--- config.mk ---
export PLATFORM = sky130hd
export DESIGN_NAME = seg7_scan_driver
export DESIGN_NICKNAME = d
export VERILOG_FILES = /design/src/rtl/seg7_scan_driver.sv
export SDC_FILE = /design/constraint.sdc
export NUM_CORES = 1
export LEC_CHECK = 0
export CAP_MARGIN = 20
export CORE_ASPECT_RATIO = 1.1
export CORE_UTILIZATION = 50
export DETAILED_ROUTE_END_ITERATION = 8
export PLACE_DENSITY = 0.84
export SETUP_SLACK_MARGIN = 0.3
export SYNTH_ARGS = -nofsm -noshare
export SYNTH_HDL_FRONTEND = slang
export SYNTH_SLANG_ARGS = --single-unit
--- constraint.sdc ---
create_clock -name clk -period 2.6 [get_ports clk]
set_input_delay 0.52 -clock clk [delete_from_list [all_inputs] [get_ports clk]]
set_output_delay 0.52 -clock clk [all_outputs]
set_load 0.02 [all_outputs]
--- src/rtl/seg7_scan_driver.sv ---
// seg7_scan_driver: latches a packed BCD word and time-multiplexes its digits onto one shared
// seven-segment bus with a one-hot digit enable, per-digit decimal point, blanking and
// selectable output polarity. All outputs are registered.
//
// Optional build macro: LEADING_ZERO_SUPPRESS_EN
//   defined   - digits above digit 0 that are zero, with only zeros above them, show no segments
//               (their digit enable and decimal point still operate)
//   undefined - every digit is decoded, zeros show as "0"

module seg7_scan_driver #(
    parameter int unsigned DIGITS     = 4,
    parameter int unsigned SCAN_DIV   = 1000,
    parameter bit          ACTIVE_LOW = 1'b0
) (
    input  logic                  clk,
    input  logic                  reset,
    input  logic [4*DIGITS-1:0]   bcd,
    input  logic [DIGITS-1:0]     dp_in,
    input  logic                  load,
    input  logic                  blank,
    output logic [6:0]            seg,
    output logic                  dp,
    output logic [DIGITS-1:0]     an,
    output logic                  bad
);

    localparam int unsigned CNT_W = (SCAN_DIV > 1) ? $clog2(SCAN_DIV) : 1;
    localparam int unsigned IDX_W = (DIGITS > 1) ? $clog2(DIGITS) : 1;

    localparam logic [CNT_W-1:0]  CNT_MAX = CNT_W'(SCAN_DIV - 1);
    localparam logic [IDX_W-1:0]  IDX_MAX = IDX_W'(DIGITS - 1);

    // XOR masks that turn active-high values into the board's polarity
    localparam logic [6:0]        SEG_POL = {7{ACTIVE_LOW}};
    localparam logic [DIGITS-1:0] AN_POL  = {DIGITS{ACTIVE_LOW}};
    localparam logic              DP_POL  = ACTIVE_LOW;

    logic [4*DIGITS-1:0] data_q;
    logic [DIGITS-1:0]   dp_q;
    logic [CNT_W-1:0]    cnt_q;
    logic [IDX_W-1:0]    idx_q;

    logic [6:0]          seg_q;
    logic                dp_out_q;
    logic [DIGITS-1:0]   an_q;
    logic                bad_q;

    logic [3:0]          cur_digit;
    logic                cur_dp;
    logic                cur_supp;
    logic [DIGITS-1:0]   an_hi;
    logic [DIGITS-1:0]   supp_vec;
    logic [6:0]          seg_hi;

    // Active-high {a..g} pattern for one BCD digit; codes 10-15 are dark
    function automatic logic [6:0] decode(input logic [3:0] d);
        logic [6:0] s;
        case (d)
            4'd0:    s = 7'b1111110;
            4'd1:    s = 7'b0110000;
            4'd2:    s = 7'b1101101;
            4'd3:    s = 7'b1111001;
            4'd4:    s = 7'b0110011;
            4'd5:    s = 7'b1011011;
            4'd6:    s = 7'b1011111;
            4'd7:    s = 7'b1110000;
            4'd8:    s = 7'b1111111;
            4'd9:    s = 7'b1111011;
            default: s = 7'b0000000;
        endcase
        return s;
    endfunction

    // Data latch, prescaler and digit index; load never disturbs the scan timing
    always_ff @(posedge clk or posedge reset) begin
        if (reset) begin
            data_q <= '0;
            dp_q   <= '0;
            cnt_q  <= '0;
            idx_q  <= '0;
        end else begin
            if (load) begin
                data_q <= bcd;
                dp_q   <= dp_in;
            end
            if (cnt_q == CNT_MAX) begin
                cnt_q <= '0;
                idx_q <= (idx_q == IDX_MAX) ? '0 : idx_q + 1'b1;
            end else begin
                cnt_q <= cnt_q + 1'b1;
            end
        end
    end

`ifdef LEADING_ZERO_SUPPRESS_EN
    // A digit above 0 is suppressed while it and everything above it are zero
    always_comb begin : lz_calc
        logic zero_run;
        zero_run = 1'b1;
        supp_vec = '0;
        for (int i = int'(DIGITS) - 1; i >= 1; i--) begin
            zero_run    = zero_run & (data_q[4*i +: 4] == 4'd0);
            supp_vec[i] = zero_run;
        end
    end
`else
    // Every digit is always decoded
    always_comb begin
        supp_vec = '0;
    end
`endif

    // Select the digit under scan and form the active-high output values
    always_comb begin
        cur_digit = 4'd0;
        cur_dp    = 1'b0;
        cur_supp  = 1'b0;
        an_hi     = '0;
        for (int i = 0; i < int'(DIGITS); i++) begin
            if (idx_q == IDX_W'(i)) begin
                cur_digit = data_q[4*i +: 4];
                cur_dp    = dp_q[i];
                cur_supp  = supp_vec[i];
                an_hi[i]  = 1'b1;
            end
        end
        seg_hi = cur_supp ? 7'b0000000 : decode(cur_digit);
    end

    // Registered output stage; blank darkens the display but bad keeps tracking the digit
    always_ff @(posedge clk or posedge reset) begin
        if (reset) begin
            seg_q    <= SEG_POL;
            dp_out_q <= DP_POL;
            an_q     <= AN_POL;
            bad_q    <= 1'b0;
        end else begin
            bad_q <= (cur_digit > 4'd9);
            if (blank) begin
                seg_q    <= SEG_POL;
                dp_out_q <= DP_POL;
                an_q     <= AN_POL;
            end else begin
                seg_q    <= seg_hi ^ SEG_POL;
                dp_out_q <= cur_dp ^ DP_POL;
                an_q     <= an_hi ^ AN_POL;
            end
        end
    end

    assign seg = seg_q;
    assign dp  = dp_out_q;
    assign an  = an_q;
    assign bad = bad_q;

endmodule

==> reports/qor.yml <==
hold_path_class: "register to register"
p_seq_share_pct: 54.5
p_per_area_mw_per_mm2: 520
slew_headroom_pct: 62.4
hold_path_depth: 1
regArea_mm2: 0.00113
fin_crit_sh_pct: 86.6
worstHoldStart: "cnt_q[0]"
mostFrequentLayoutCell: "dfrtp_1"
skew_ps: 4.80
fmax_mhz: 444
rows: 24
fin_crit_ps: 2250
synth_warnings: 0
area_delta_synth_final_pct: 25.6
multi_input_area_mm2: 0.00100
worst_path_largest_cell_delay_ps: 440
power.leakage_nw: 1.16
n_fill_cell: 316
io_buffers: 36
tightest_slew_ps: 563
htreeDepth: 2
synth_top_area_share_pct: 52.1
grt_max_degree: 46
ant_nets: 0
cts_tree: "yes"
p_sw_share_pct: 24.3
grt_util_all_layers_pct: 20.0
p_int_w: 0.00107
setup_viol_count_final: 0
hpwl_um: 2770
via_per_inst: 5.43
finalHoldViolCount: 0
root_buffer: "clkbuf_8"
drt_iter0_drc: 50
power_switching_w: 0.000343
drc: 0
worst-path-stages: 9
crit_type: "register to register"
diodes: 0
syn_avg_cell_area_um2: 11.9
synth-seq-cells: 45
cts-hold-fix-buffers: 0
clock_latency_ps: 290
grt_first_pass_wirelength_um: 6940
die_w_um: 64.7
synth_fp_nets: 216
endpoint_kind: "register"
yosysTopAreaCell: "dfrtp_1"
rsz0062_at_grt: "true"
routedWlPerCell_um: 14.6
whs_ps: 463
drive_gt1_share_pct: 20.6
clock_path_buffers: 2
critPathSlowestCell: "dfrtp_2"
ir_worst_vdd_mv: 0.417
worst_r2r_startpoint: "idx_q[1]"
fin_nets: 256
grt_overflow_total: 0
finalMaxSlewViolations: 0
crit_top_cell: "inv_1"
netlist_instances: 182
path_cells: "inv_1 -> ha_4 -> a211oi_1 -> a211o_1 -> inv_1 -> ha_1 -> a2111oi_2 -> or3_1 -> a21oi_1"
status: "complete, no violations"
utilization_pct: 67.0
layout_common_cells: "43 x dfrtp_1, 36 x clkdlybuf4s50_1, 22 x mux2_2, 10 x nor2_1, 9 x nor2b_1"
die_area_mm2: 0.00459
drt-pass1-iter-count: 4
grt_antenna_before_repair: 0
io_pins: 37
gp_congestion: 0.870
cp_top_family: "compound AO/OA/AOI/OAI gates"
synth_cell_types: 40
die_h_um: 71.0
cts_made_buffers: 5
start_util_pct: 53.3
clk_pin_slew_worst_paths_ps: 70
power.total_w: 0.00141
crit_fanout: 11
clockPowerShare_pct: 28.5
rr_worst_depth: 9
min_to: "cnt_q[0]"
vias: 1494
cp.required_ps: 2780
grt_pass1_vias: 1470
wl_um: 4010
synth_area_mm2: 0.00216
worstPathArrival_ps: 2430
maxCapViolations: 0
combinationalPowerShare_pct: 17.0
yosys-top-cells-area: "dfrtp_1 52%, mux2_2 11%, ha_1 5.8%"
r2r_end: "seg[5]"
cts_sinks: 45
core_area_mm2: 0.00405
r2r_setup_slack_ps: 350
critPathLaunchType: "register"
yosysSeqAreaShare_pct: 52.1
cp_num_buf_inv: 2
setup_tns_ps: 0
==> synthesized netlist by cell type <==
cell	number
buf_1	2
nand3b_1	3
or2_2	1
and2b_1	1
nand2_1	8
a221oi_2	1
or3_1	2
mux2_2	22
nand3b_4	1
nand4_1	2
buf_2	3
dfrtp_1	45
nor3b_1	3
a21oi_1	6
and3_1	1
a2111oi_1	1
and4b_1	1
xor2_1	3
o22ai_1	3
a211oi_1	3
a2111oi_0	1
a221oi_1	1
buf_6	2
nor2_1	10
xnor2_1	4
and2_0	1
o21ai_0	2
and2_1	2
a211o_1	5
a311oi_1	2
nand3_1	2
clkbuf_1	2
ha_1	10
nor2b_1	9
inv_1	9
mux2i_1	1
o211ai_1	2
nor3_1	3
o2bb2a_1	1
o21a_1	1
==> state kept, by name (all words and copies together), names as in the netlist <==
| register | flops |
|---|---|
| cnt_q | 10 |
| bad | 1 |
| data_q | 16 |
| seg | 7 |
| idx_q | 2 |
| an | 4 |
| dp_q | 4 |
| dp | 1 |
==> timing repair <==
| action | 4_1_cts | 5_1_grt |
|---|---|---|
| pin swaps | 1 | 2 |
| endpoints found under the setup margin | 3 | 4 |
| gates resized for setup | 3 | 9 |
| setup buffers | 1 | 2 |
| endpoints found under the hold margin | 0 | 0 |
==> worst max path at each step <==
stage | start | end | slack [ps]
floorplan | idx_q[0] | seg[5] | 390
global route | idx_q[1] | seg[3] | 230
detailed placement | idx_q[0] | seg[3] | 190
CTS | idx_q[0] | seg[5] | 370
global placement | idx_q[0] | seg[5] | 300
finish | idx_q[1] | seg[5] | 350
==> cell type report <==
type,count,area share (%)
Multi-Input combinational cell,119,36.9
Inverter,9,1.24
Tap cell,52,2.40
Clock buffer,8,2.95
Timing Repair Buffer,42,14.9
Sequential cell,45,41.6
==> metal layers <==
layer	up-vias	wire, um	GRT usage, %
met3	7	117	4.68
met2	30	1960	29.9
met1	737	1860	27.8
met5	-	0	0
met4	0	71	8.89
li1	720	-	-
==> power by group through the flow <==
stage	logic [W]	clock network, W	registers (W)
final	0.000240	0.000403	0.000769
after global routing	0.000262	0.000440	0.000774
after CTS	0.000233	0.000415	0.000770
after detailed placement	0.000230	0	0.000784
after global placement	0.000226	0	0.000783
after floorplan	0.000119	0	0.000797
==> logic make-up (layout without fill, tap and decap cells) <==
group / count (synthesis) / after routing / share of synthesized area [%]
AND/OR/NAND/NOR: 50 / 50 / 13.3
adder cells (fa/ha/maj): 10 / 10 / 5.79
AO/OA/AOI/OAI: 29 / 29 / 10.1
XOR/XNOR: 7 / 7 / 2.84
buffers and inverters: 18 / 59 / 3.99
multiplexers: 23 / 23 / 11.9
flip-flops: 45 / 45 / 52.1
==> stage by stage <==
stage / std cells / setup WS (ps) / instance area, um^2
finish: 275 / 348 / 2720
global route: 275 / 229 / 2720
CTS: 273 / 368 / 2660
detailed placement: 264 / 186 / 2560
global placement: 264 / 300 / 2560
floorplan: 182 / 393 / 2170
Power figures use the tool's default switching activity.
